==> src/rtl/sp_ram_arb_pkg.sv <==
// Shared constants and helpers for the sp_ram round-robin arbiter.
package sp_ram_arb_pkg;

    localparam int unsigned MAX_REQ          = 8;
    localparam int unsigned MAX_READ_LATENCY = 4;

    function automatic int unsigned ptr_width(input int unsigned n);
        return (n < 2) ? 1 : $clog2(n);
    endfunction

endpackage

==> src/rtl/rr_arbiter.sv <==
// Combinational round-robin picker: first set request at or above ptr, wrapping at N.
module rr_arbiter
    import sp_ram_arb_pkg::*;
#(
    parameter  int unsigned N  = 2,
    localparam int unsigned PW = ptr_width(N)
) (
    input  logic [N-1:0]  req,
    input  logic [PW-1:0] ptr,
    input  logic          en,
    output logic [N-1:0]  gnt,
    output logic [PW-1:0] gnt_idx
);

    logic          found;
    logic [PW:0]   sum;
    logic [PW-1:0] idx;

    // One extra bit on the sum so ptr+k never overflows before the explicit wrap.
    always_comb begin
        gnt     = '0;
        gnt_idx = '0;
        found   = 1'b0;
        sum     = '0;
        idx     = '0;
        for (int unsigned k = 0; k < N; k++) begin
            sum = {1'b0, ptr} + (PW+1)'(k);
            if (sum >= (PW+1)'(N)) begin
                sum = sum - (PW+1)'(N);
            end
            idx = sum[PW-1:0];
            if (en && !found && req[idx]) begin
                found        = 1'b1;
                gnt[idx]     = 1'b1;
                gnt_idx      = idx;
            end
        end
    end

endmodule

==> src/rtl/sp_ram_arbiter.sv <==
// Shares one sp_ram functional port among NUM_REQ requesters with round-robin
// grants and routes each read response back to its issuer after READ_LATENCY.
module sp_ram_arbiter
    import sp_ram_arb_pkg::*;
#(
    parameter  int unsigned NUM_REQ      = 2,
    parameter  int unsigned ADDR_WIDTH   = 8,
    parameter  int unsigned DATA_WIDTH   = 64,
    parameter  int unsigned COL_WIDTH    = 8,
    parameter  int unsigned READ_LATENCY = 1,
    localparam int unsigned NUM_COL      = DATA_WIDTH / COL_WIDTH
) (
    input  logic                          clk,
    input  logic                          rst_n,
    input  logic                          ram_hold,
    input  logic [NUM_REQ-1:0]            req_valid,
    output logic [NUM_REQ-1:0]            req_ready,
    input  logic [NUM_REQ-1:0]            req_we,
    input  logic [NUM_REQ*ADDR_WIDTH-1:0] req_addr,
    input  logic [NUM_REQ*DATA_WIDTH-1:0] req_wdata,
    input  logic [NUM_REQ*NUM_COL-1:0]    req_wmask,
    output logic [NUM_REQ-1:0]            rsp_valid,
    output logic [DATA_WIDTH-1:0]         rsp_rdata,
    output logic                          ram_clk_en,
    output logic                          ram_rdw_en,
    output logic [ADDR_WIDTH-1:0]         ram_addr,
    output logic [DATA_WIDTH-1:0]         ram_data_in,
    output logic [NUM_COL-1:0]            ram_data_mask_in,
    input  logic [DATA_WIDTH-1:0]         ram_data_out
);

    localparam int unsigned PW = ptr_width(NUM_REQ);

    if (NUM_REQ < 2 || NUM_REQ > MAX_REQ) begin : g_bad_num_req
        $error("sp_ram_arbiter: NUM_REQ out of range");
    end
    if (READ_LATENCY < 1 || READ_LATENCY > MAX_READ_LATENCY) begin : g_bad_latency
        $error("sp_ram_arbiter: READ_LATENCY out of range");
    end

    logic [PW-1:0]           rr_ptr;
    logic [NUM_REQ-1:0]      gnt;
    logic [PW-1:0]           gnt_idx;
    logic                    accept;
    logic [READ_LATENCY-1:0] pipe_vld;
    logic [PW-1:0]           pipe_id [READ_LATENCY];

    rr_arbiter #(.N(NUM_REQ)) u_arb (
        .req     (req_valid),
        .ptr     (rr_ptr),
        .en      (rst_n & ~ram_hold),
        .gnt     (gnt),
        .gnt_idx (gnt_idx)
    );

    assign req_ready = gnt;
    assign accept    = |gnt;

    always_comb begin
        ram_clk_en       = accept;
        ram_rdw_en       = 1'b0;
        ram_addr         = '0;
        ram_data_in      = '0;
        ram_data_mask_in = '0;
        if (accept) begin
            ram_rdw_en       = req_we[gnt_idx];
            ram_addr         = req_addr[gnt_idx*ADDR_WIDTH +: ADDR_WIDTH];
            ram_data_in      = req_wdata[gnt_idx*DATA_WIDTH +: DATA_WIDTH];
            ram_data_mask_in = req_wmask[gnt_idx*NUM_COL +: NUM_COL];
        end
    end

    always_ff @(posedge clk) begin
        if (!rst_n) begin
            rr_ptr   <= '0;
            pipe_vld <= '0;
        end else begin
            pipe_vld[0] <= accept & ~req_we[gnt_idx];
            for (int unsigned s = 1; s < READ_LATENCY; s++) begin
                pipe_vld[s] <= pipe_vld[s-1];
            end
            if (accept) begin
                rr_ptr <= (gnt_idx == PW'(NUM_REQ-1)) ? '0 : gnt_idx + PW'(1);
            end
        end
        pipe_id[0] <= gnt_idx;
        for (int unsigned s = 1; s < READ_LATENCY; s++) begin
            pipe_id[s] <= pipe_id[s-1];
        end
    end

    always_comb begin
        rsp_valid = '0;
        rsp_rdata = '0;
        if (rst_n && pipe_vld[READ_LATENCY-1]) begin
            rsp_valid[pipe_id[READ_LATENCY-1]] = 1'b1;
            rsp_rdata                          = ram_data_out;
        end
    end

endmodule
==> config.mk <==
export PLATFORM = sky130hd
export DESIGN_NAME = sp_ram_arbiter
export DESIGN_NICKNAME = d
export VERILOG_FILES = /design/src/rtl/sp_ram_arb_pkg.sv /design/src/rtl/rr_arbiter.sv /design/src/rtl/sp_ram_arbiter.sv
export SDC_FILE = /design/constraint.sdc
export NUM_CORES = 1
export LEC_CHECK = 0
export ABC_AREA = 1
export CAP_MARGIN = 20
export CORE_AREA = 2 2 148 150
export CTS_BUF_LIST = sky130_fd_sc_hd__clkbuf_16
export DETAILED_ROUTE_END_ITERATION = 16
export DIE_AREA = 0 0 150 152
export SETUP_SLACK_MARGIN = 0.05
export SLEW_MARGIN = 20
export SYNTH_ARGS = -nofsm -noshare
export SYNTH_HDL_FRONTEND = slang
export SYNTH_HIERARCHICAL = 1
export SYNTH_SLANG_ARGS = --single-unit
==> constraint.sdc <==
create_clock -name clk -period 1.7 [get_ports clk]
set_input_delay 0.34 -clock clk [delete_from_list [all_inputs] [get_ports clk]]
set_output_delay 0.34 -clock clk [all_outputs]
set_load 0.02 [all_outputs]
# Word-level counts from Yosys, hierarchy flattened
# Memories as Yosys holds them, arrays and structs flattened.
# Index checks and enable logic that the tools add are counted.
# totals
register_bits,2
ramBits,1
in_bits,231
word_cells,59
n_memories,1
# op_classes
add_sub_neg,4
magnitude_cmp,9
shifts,3
mux,26
bitwise_logic,5
reduce_logical,9
# memory_table
memory,depth,word_bits,read_ports,rd_clocked_by_memory_dff,write_ports,line_no,source
pipe_id,1,1,1,0,1,sp_ram_arbiter.sv:46,logic [PW-1:0] pipe_id [READ_LATENCY];
# ops
cell,count
64-bit two-way mux,2
128-bit by 8-bit indexed part select with 64-bit output,1
16-bit by 5-bit indexed part select with 8-bit output,2
1-bit two-way mux,16
8-bit two-way mux,2
1-bit by 2-bit less-than comparator with 1-bit output (second input constant),4
1-bit logical AND,7
2-bit two-way mux,3
1-bit demux with 1-bit select,3
1-bit greater-or-equal comparator (second input constant),3
1-bit by 1-bit adder with 2-bit output (second input constant),1
1-bit AND,2
1-bit by 2-bit greater-or-equal comparator with 1-bit output (second input constant),1
2-bit greater-or-equal comparator (second input constant),1
1-bit NOT,2
2-bit OR,1
2-bit OR reduction,1
1-bit subtractor (second input constant),2
1-bit adder (second input constant),1
1-bit logical NOT,1

# Depth between registers and ports, before layout
# Gate-level depths: netlist of the first run.
# logic_depth
word_depth,14
mapped_depth,9
ltp_nobuf,8

# Modules after synthesis
# Netlist of the first run, hierarchy kept.
# by_module_without_submodules
mod,n_inst,cells_per_inst,area_per_inst_um2,seq_area_each_um2
sp_ram_arbiter,1,423,2224.6,60.1
rr_arbiter,1,6,26.3,0.0

# Worst setup path after synthesis of the first run
# OpenSTA, ideal clock, no wires.
# synth_timing
kind,input to output
start,input port rst_n
end,output port ram_data_in[10]
t_arrival_ns,1.743
required_time_ns,1.360
slack_ns,-0.383
stages,8
n_path_buf,2
path_cell_list,inv_1 > nor2_1 > nand2_1 > a21oi_1 > nor2_2 > buf_4 > buf_4 > a21oi_1
# synth_between
elab_chain_cells,9
# synth_lines
item,line_no,source
from (decl),sp_ram_arbiter.sv:14,"input logic rst_n,"
1-bit AND *,sp_ram_arbiter.sv:51,".en (rst_n & ~ram_hold),"
1-bit logical AND,rr_arbiter.sv:32,if (en && !found && req[idx]) begin
1-bit two-way mux,rr_arbiter.sv:32,
1-bit logical NOT,rr_arbiter.sv:32,
1-bit logical AND (2 in series),rr_arbiter.sv:32,
2-bit two-way mux *,rr_arbiter.sv:32,
via req_ready[1],sp_ram_arbiter.sv:17,"output logic [NUM_REQ-1:0] req_ready,"
2-bit OR reduction *,sp_ram_arbiter.sv:57,assign accept = |gnt;
64-bit two-way mux *,sp_ram_arbiter.sv:65,if (accept) begin
to (decl),sp_ram_arbiter.sv:27,"output logic [DATA_WIDTH-1:0] ram_data_in,"
# Mark *: on every way through the listed nets, which the timed path passes. The rest lies on a longest branch.

# Final worst setup path of the first run
# layout_timing
start,input port rst_n
end,output port ram_data_in[27]
# layout_between
elab_chain_cells,9
# layout_lines
item,line_no
1-bit AND *,sp_ram_arbiter.sv:51
1-bit logical AND,rr_arbiter.sv:32
1-bit two-way mux,rr_arbiter.sv:32
1-bit logical NOT,rr_arbiter.sv:32
1-bit logical AND (2 in series),rr_arbiter.sv:32
1-bit two-way mux or 2-bit two-way mux (tied branches),rr_arbiter.sv:32
128-bit by 8-bit indexed part select with 64-bit output or 2-bit OR reduction (tied branches),"sp_ram_arbiter.sv:68, sp_ram_arbiter.sv:57"
64-bit two-way mux *,sp_ram_arbiter.sv:65
# Every way passes the cells marked *; elsewhere a longest branch is shown, timed or not.

==> impl_results.md, run 1 <==
- Status: finished with violations
- Failing checks: negative setup slack
- Crit Path Max Fanout: 8
- Setup TNS: -15.91 ns
- Clock Sinks: 3
- Setup crit start kind: input pin
- Mean area per synthesized cell: between 5 and 6 sq um
- TritonCTS Buffers: 3
- N_diodes: 0
- Post-synth top area share: 27.8%
- Sw frac: 37.0%
- Antenna Nets Post-Route: 0
- DIE WIDTH: 150 um
- YS warnings: 6
- Initial Utilization: around a tenth
- Most frequent cell after synthesis: nand2_1
- Unrepaired setup endpoints after global routing: yes
- Seq pwr share: 3.8%
- Peak supply drop: 331 uV
- Leading cell types by count after synthesis: 167 x nand2_1, 84 x a21oi_1, 69 x inv_1
- Final slew viol count: 0
- CP dominant cell by count: buf_6
- Max clock buf depth: 2
- H-tree Lvls: 1
- Register area share after synthesis: 2.67%
- Worst-Skew Late Latency: roughly 0.22 ns
- R2R Path End: rr_ptr
- Min-Delay Path Class: input pin to register
- Worst Hold Depth: 4
- GR Util met2: 24.2%
- Hold Path End: rr_ptr
- Average wire per standard cell: about 14 um
- EDFF count, synth: 0
- Max Clock Freq: 516 MHz
- Die Ht: 152 um
- Post-synth cell types: 14
- Worst Skew: 0.00227 ns
- Final Total Pwr: 2.06 mW
- Clock-pin slew on the worst setup and hold paths: 0.03 ns
- Net count after synthesis: 660
- Crit path kind: input pin to primary output
- Final Hold Viols: 0
- Crit-path cells: buf_8, inv_4, nor2_4, nand2_2, buf_6, a21oi_4, nor2_4, buf_6, buf_6, buf_12, a21oi_4, buf_6
- CTS tree: yes
- Synthesis-stage register bit count: 3
- Slew @ Worst Pin: 0.331 ns
- Fin worst setup slack: -0.239 ns
- Synth-to-Final Area Change: 241%
- DR iter-0 viols: 87
- Clk pwr share: 17.8%
- Crit share post-route: 114%
- Pleak: ~3.3 nW
- Ys async rst share: 0%
- Port Buffer Count: 380
- Max-slew headroom: 77.9%
- Vias: 4131
- DRC violations left: 0
- Synthesized netlist cell count: around 430
- Setup crit end kind: primary output
- PwrDens: 268 nW/um^2
- Arr. time, crit path: 1.60 ns
- GRT Overall Usage: 12.3%
- Avg Vias per Cell: 3.72
- Post-Syn Area: 2250 sq um
- Vias in the first global route: 4175
- Slowest cell on crit path: buf_12
- Worst R2R Path Depth: 10
- Max Cap Viol: 0
- Final net count: 1063
- CTS Hold Bufs: 0
- Gr ovfl total: 0
- Drt total wl: 15400 um
- Pre-antenna DRT Iters: 4
- Number of I/O pins: 381
- # setup viols final: 82
- Largest net degree at the start of global routing: 83
- Cell type with the largest total area after synthesis: nand2_1
- Gate power share: 78.4%
- Hpwl dp: 12000 um
- R2r startpoint: rr_ptr
- First-pass GRT wire length: 22100 um
- Placer Congestion: 0.770
- Critical Path RT: 1.36 ns
- P_sw: between 700 and 800 uW
- Worst Hold Launch: rst_n
- Synth area leaders: nand2_1 28%, nor2_4 20%, a21oi_1 19%
- Final min period: 1.94 ns
- Ys flop type: dfxtp_1
- M1 GR Usage: 12.7%
- Die area: 22800 sq um
- Antenna violations before repair: 0
- FF-to-FF setup slack: 0.24 ns
- Met3 Use GR: 3.51%
- Layout cell share with drive strength beyond 1: a little over two fifths
- CP max stage delay: 0.15 ns
- Rows: 54
- CTS root buf: clkbuf_16
- Core ar.: 21400 sq um
- Gr busiest metal: met2
- P_int: approximately 1.3 mW
-- worst max-delay path by stage --
| stage | slack (ns) | cells after the start | end | from |
|---|---|---|---|---|
| 2_1_floorplan | -0.02 | 8 | ram_data_in[35] | rst_n |
| 3_3_place_gp | -1.27 | 8 | ram_data_in[43] | ram_hold |
| 3_5_place_dp | -1.28 | 9 | ram_data_in[43] | rst_n |
| 4_1_cts | -0.26 | 11 | ram_addr[2] | ram_hold |
| 5_1_grt | -0.31 | 11 | ram_data_mask_in[5] | rst_n |
| 6_report | -0.24 | 12 | ram_data_in[27] | rst_n |
-- routing by layer --
| metal | share of wire, % | wire (um) |
|---|---|---|
| met1 | 36 | 5480 |
| met2 | 54 | 8260 |
| met3 | 9.9 | 1530 |
| met4 | 1.0 | 161 |
| met5 | 0 | 0 |
-- critical path: cells and delay by family --
| kind | cells | cell delay (ns) |
|---|---|---|
| and+or+nand+nor | 3 | 0.25 |
| AOI/OAI and AO/OA | 2 | 0.26 |
| buffers and inverters | 7 | 0.75 |
-- cells by family after synthesis --
family	Yosys count	synth area share, %
compound gates	84	18.7
flops	3	2.67
buf+inv	103	25.3
simple gates	239	53.4
-- state kept, by name, indices dropped and copies added (netlist names) --
signal    cells
pipe_id       1
pipe_vld      1
rr_ptr        1
-- what timing repair did --
action                                  4_1_cts  5_1_grt
pin swaps                                     8       24
resized for setup                           700      129
gates cloned                                  3        4
buffers inserted                              9        2
endpoints found under the setup margin      152      133
-- stage by stage --
step                      cells  hold slack, ns  utilization (%)  instance area [sq um]  setup slack [ns]
after global routing       1111           0.513             36.0                   7680            -0.306
final                      1111           0.509             36.0                   7680            -0.239
after global placement     1090           0.642             32.7                   6990             -1.27
after detailed placement   1090           0.645             32.7                   6990             -1.28
after CTS                  1106           0.504             35.1                   7490            -0.262
after floorplan             429           0.440                -                   2850           -0.0229
-- power by group through the flow --
stage	clock network, mW	logic (mW)	registers, mW
after floorplan	0	0.584	0.0777
after global placement	0	1.41	0.0776
after detailed placement	0	1.41	0.0776
after CTS	0.377	1.54	0.0780
after global routing	0.386	1.72	0.0785
final	0.367	1.61	0.0785
-- placed cells by master (no fill, tap or decap), drive strengths merged --
cell	instances
a21oi	84
buf	147
clkbuf	39
clkdlybuf4s15	22
clkdlybuf4s50	226
dfxtp	3
inv	71
nand2	167
nand3	1
nor2	71
-- cell type report --
cell class | instances | area [sq um]
tap | 280 | 350
inverter | 70 | 284
clock buffer | 3 | 75.1
fill | 2275 | 13700
multi-input combinational | 323 | 2510
clock inverter | 1 | 3.75
sequential | 3 | 62.6
timing repair buffer | 431 | 4400
No activity file was read; power rests on OpenSTA's default activity.
==> inputs of run 2 (changes only) <==
--- a/config.mk
+++ b/config.mk
@@ -11,6 +11,7 @@
 export CTS_BUF_LIST = sky130_fd_sc_hd__clkbuf_16
 export DETAILED_ROUTE_END_ITERATION = 16
 export DIE_AREA = 0 0 150 152
+export GPL_TIMING_DRIVEN = 0
 export SETUP_SLACK_MARGIN = 0.05
 export SLEW_MARGIN = 20
 export SYNTH_ARGS = -nofsm -noshare
==> impl_results.md, run 2 (same netlist as run 1, synthesis figures left out) <==
- Status: finished with violations
- Failing checks: negative setup slack
- Max Cap Viol: 0
- Setup crit start kind: register
- Unrepaired setup endpoints after global routing: yes
- DRC violations left: 0
- Setup TNS: -22.27 ns
- Arr. time, crit path: roughly 1.7 ns
- Antenna violations before repair: 0
- Die Ht: 152 um
- Sequential standard cell area: approximately 65 sq um
- Avg Vias per Cell: between 3 and 4
- Critical Path RT: 1.36 ns
- Clock-pin slew on the worst setup and hold paths: 0.03 ns
- Fin worst setup slack: -0.310 ns
- DP Cell Count: 1089
- Core ar.: 21400 sq um
- Pleak: 3.92 nW
- Layout cell share with drive strength beyond 1: 57.3%
- Crit share post-route: 118%
- Crit Path Max Fanout: 9
- CTS Hold Bufs: 0
- Final core occ: 40.7%
- Worst-Skew Late Latency: 0.22 ns
- DIE WIDTH: 150 um
- Final min period: 2.01 ns
- Most common cell after layout, fill and taps aside: clkdlybuf4s50_1
- Most frequent cells in the layout: 226 x clkdlybuf4s50_1, 82 x buf_6, 78 x nand2_2, 68 x inv_1, 62 x nand2_4
- Worst Skew: about 0.0011 ns
- H-tree Lvls: 1
- Max Clock Freq: 498 MHz
- First-pass GRT wire length: 24400 um
- Top flop regs: pipe_id: 1 flops, pipe_vld: 1 flops, rr_ptr: 1 flops
- CTS root buf: clkbuf_16
- Pre-antenna DRT Iters: 4
- CP Capture Point: ram_data_in[43]
- # setup viols final: 82
- FF-to-FF setup slack: 0.13 ns
- R2R Path End: rr_ptr
- Min-Delay Path Class: input pin to register
- Multi-input logic area: 2920 sq um
- Vias: approximately 4300
- Worst R2R Path Depth: 9
- Peak supply drop: 417 uV
- Launch point of the worst path: rr_ptr
- TritonCTS Buffers: 3
- Drt total wl: 16900 um
- Fillers: 2114
- Hpwl dp: 12800 um
- Crit path kind: register to primary output
- Synth-to-Final Area Change: 286%
- Max clock buf depth: 2
- Largest net degree at the start of global routing: 11
- Port Buffer Count: between 300 and 400
- N_diodes: 0
- Number of I/O pins: 381
- GRT Overall Usage: 13.7%
- Initial Utilization: between 10% and 20%
- Final slew viol count: 0
- Rows: 54
- Slew @ Worst Pin: 0.326 ns
- Gr ovfl total: 0
- R2r startpoint: rr_ptr
- Antenna Nets Post-Route: 0
- Average wire per standard cell: 14.9 um
- Worst Hold Depth: 4
- Max-slew headroom: 78.3%
- Clock Sinks: 3
- DR iter-0 viols: approximately 100
- PwrDens: 259 nW/um^2
- Post-route insts no fill: 1137
- Placer Congestion: about 0.76
- CTS tree: yes
- Final Hold Viols: 0
- Setup crit end kind: primary output
- Final net count: around 1100
- Die area: roughly 23000 sq um
- Vias in the first global route: around 4400
==> run 2: cell count changes in the layout (fill, tap and decap cells not counted), moves of 7 or more <==
cell / change
buf_8: +8
a21oi_4: -15
buf_16: +11
nand2_2: +53
nand2_1: -106
buf_4: -9
a21oi_2: +15
clkdlybuf4s15_1: -10
nand2_4: +54
buf_12: +7
clkbuf_2: +12
==> run 2: repair_timing <==
item / CTS / global route
resized for setup: 755 / 252
pin swaps: 29 / 32
setup buffers: 21 / 5
gates cloned: 13 / 7
endpoints found under the setup margin: 152 / 148
==> run 2: layer usage <==
layer / up-vias / global-route usage, % / routed length, um
met1: 1874 / 14.4 / 6130
met4: 0 / 2.79 / 289
met3: 16 / 3.24 / 1420
met2: 236 / 27.0 / 9060
met5: - / 0 / 0
li1: 2142 / - / -
==> run 2: critical path, stage by stage (launching register included) <==
cell	delay, ns
dfxtp_4	0.35
buf_6	0.12
buf_6	0.11
a21oi_4	0.17
nor2_4	0.08
buf_12	0.16
buf_12	0.15
a21oi_4	0.15
buf_6	0.14
==> run 2: stage by stage <==
stage	setup WS [ns]	power, mW	hold slack [ns]	cell area (sq um)
6_report	-0.310	2.25	0.473	8690
5_1_grt	-0.354	2.38	0.482	8690
4_1_cts	-0.335	2.14	0.347	8200
3_5_place_dp	-1.43	1.49	0.600	7000
3_3_place_gp	-1.41	1.48	0.594	7000
2_1_floorplan	-0.0229	0.662	0.440	2850
==> run 2: worst min-delay path by stage <==
stage | start | end | slack (ns)
after floorplan | req_valid[0] | pipe_id[0] | 0.44
after global placement | rr_ptr | rr_ptr | 0.59
after detailed placement | rr_ptr | rr_ptr | 0.60
after CTS | rst_n | rr_ptr | 0.35
after global routing | rst_n | rr_ptr | 0.48
final | rst_n | rr_ptr | 0.47
==> run 2: final cells by class <==
cell class	instances	share of cell area, %
inverter	70	3.27
sequential	3	0.749
multi-input combinational	323	33.6
clock inverter	1	0.0432
buffer	33	6.92
timing repair buffer	424	50.5
clock buffer	3	0.864
tap	280	4.03
==> run 2: power breakdown <==
| group | total (mW) | internal, mW | leakage [nW] | switching [mW] |
|---|---|---|---|---|
| sequential | 0.0790 | 0.0744 | 0.0257 | 0.00454 |
| clock | 0.361 | 0.303 | 0.0423 | 0.0587 |
| combinational | 1.81 | 1.03 | 3.85 | 0.776 |
| total | 2.25 | 1.41 | 3.92 | 0.839 |
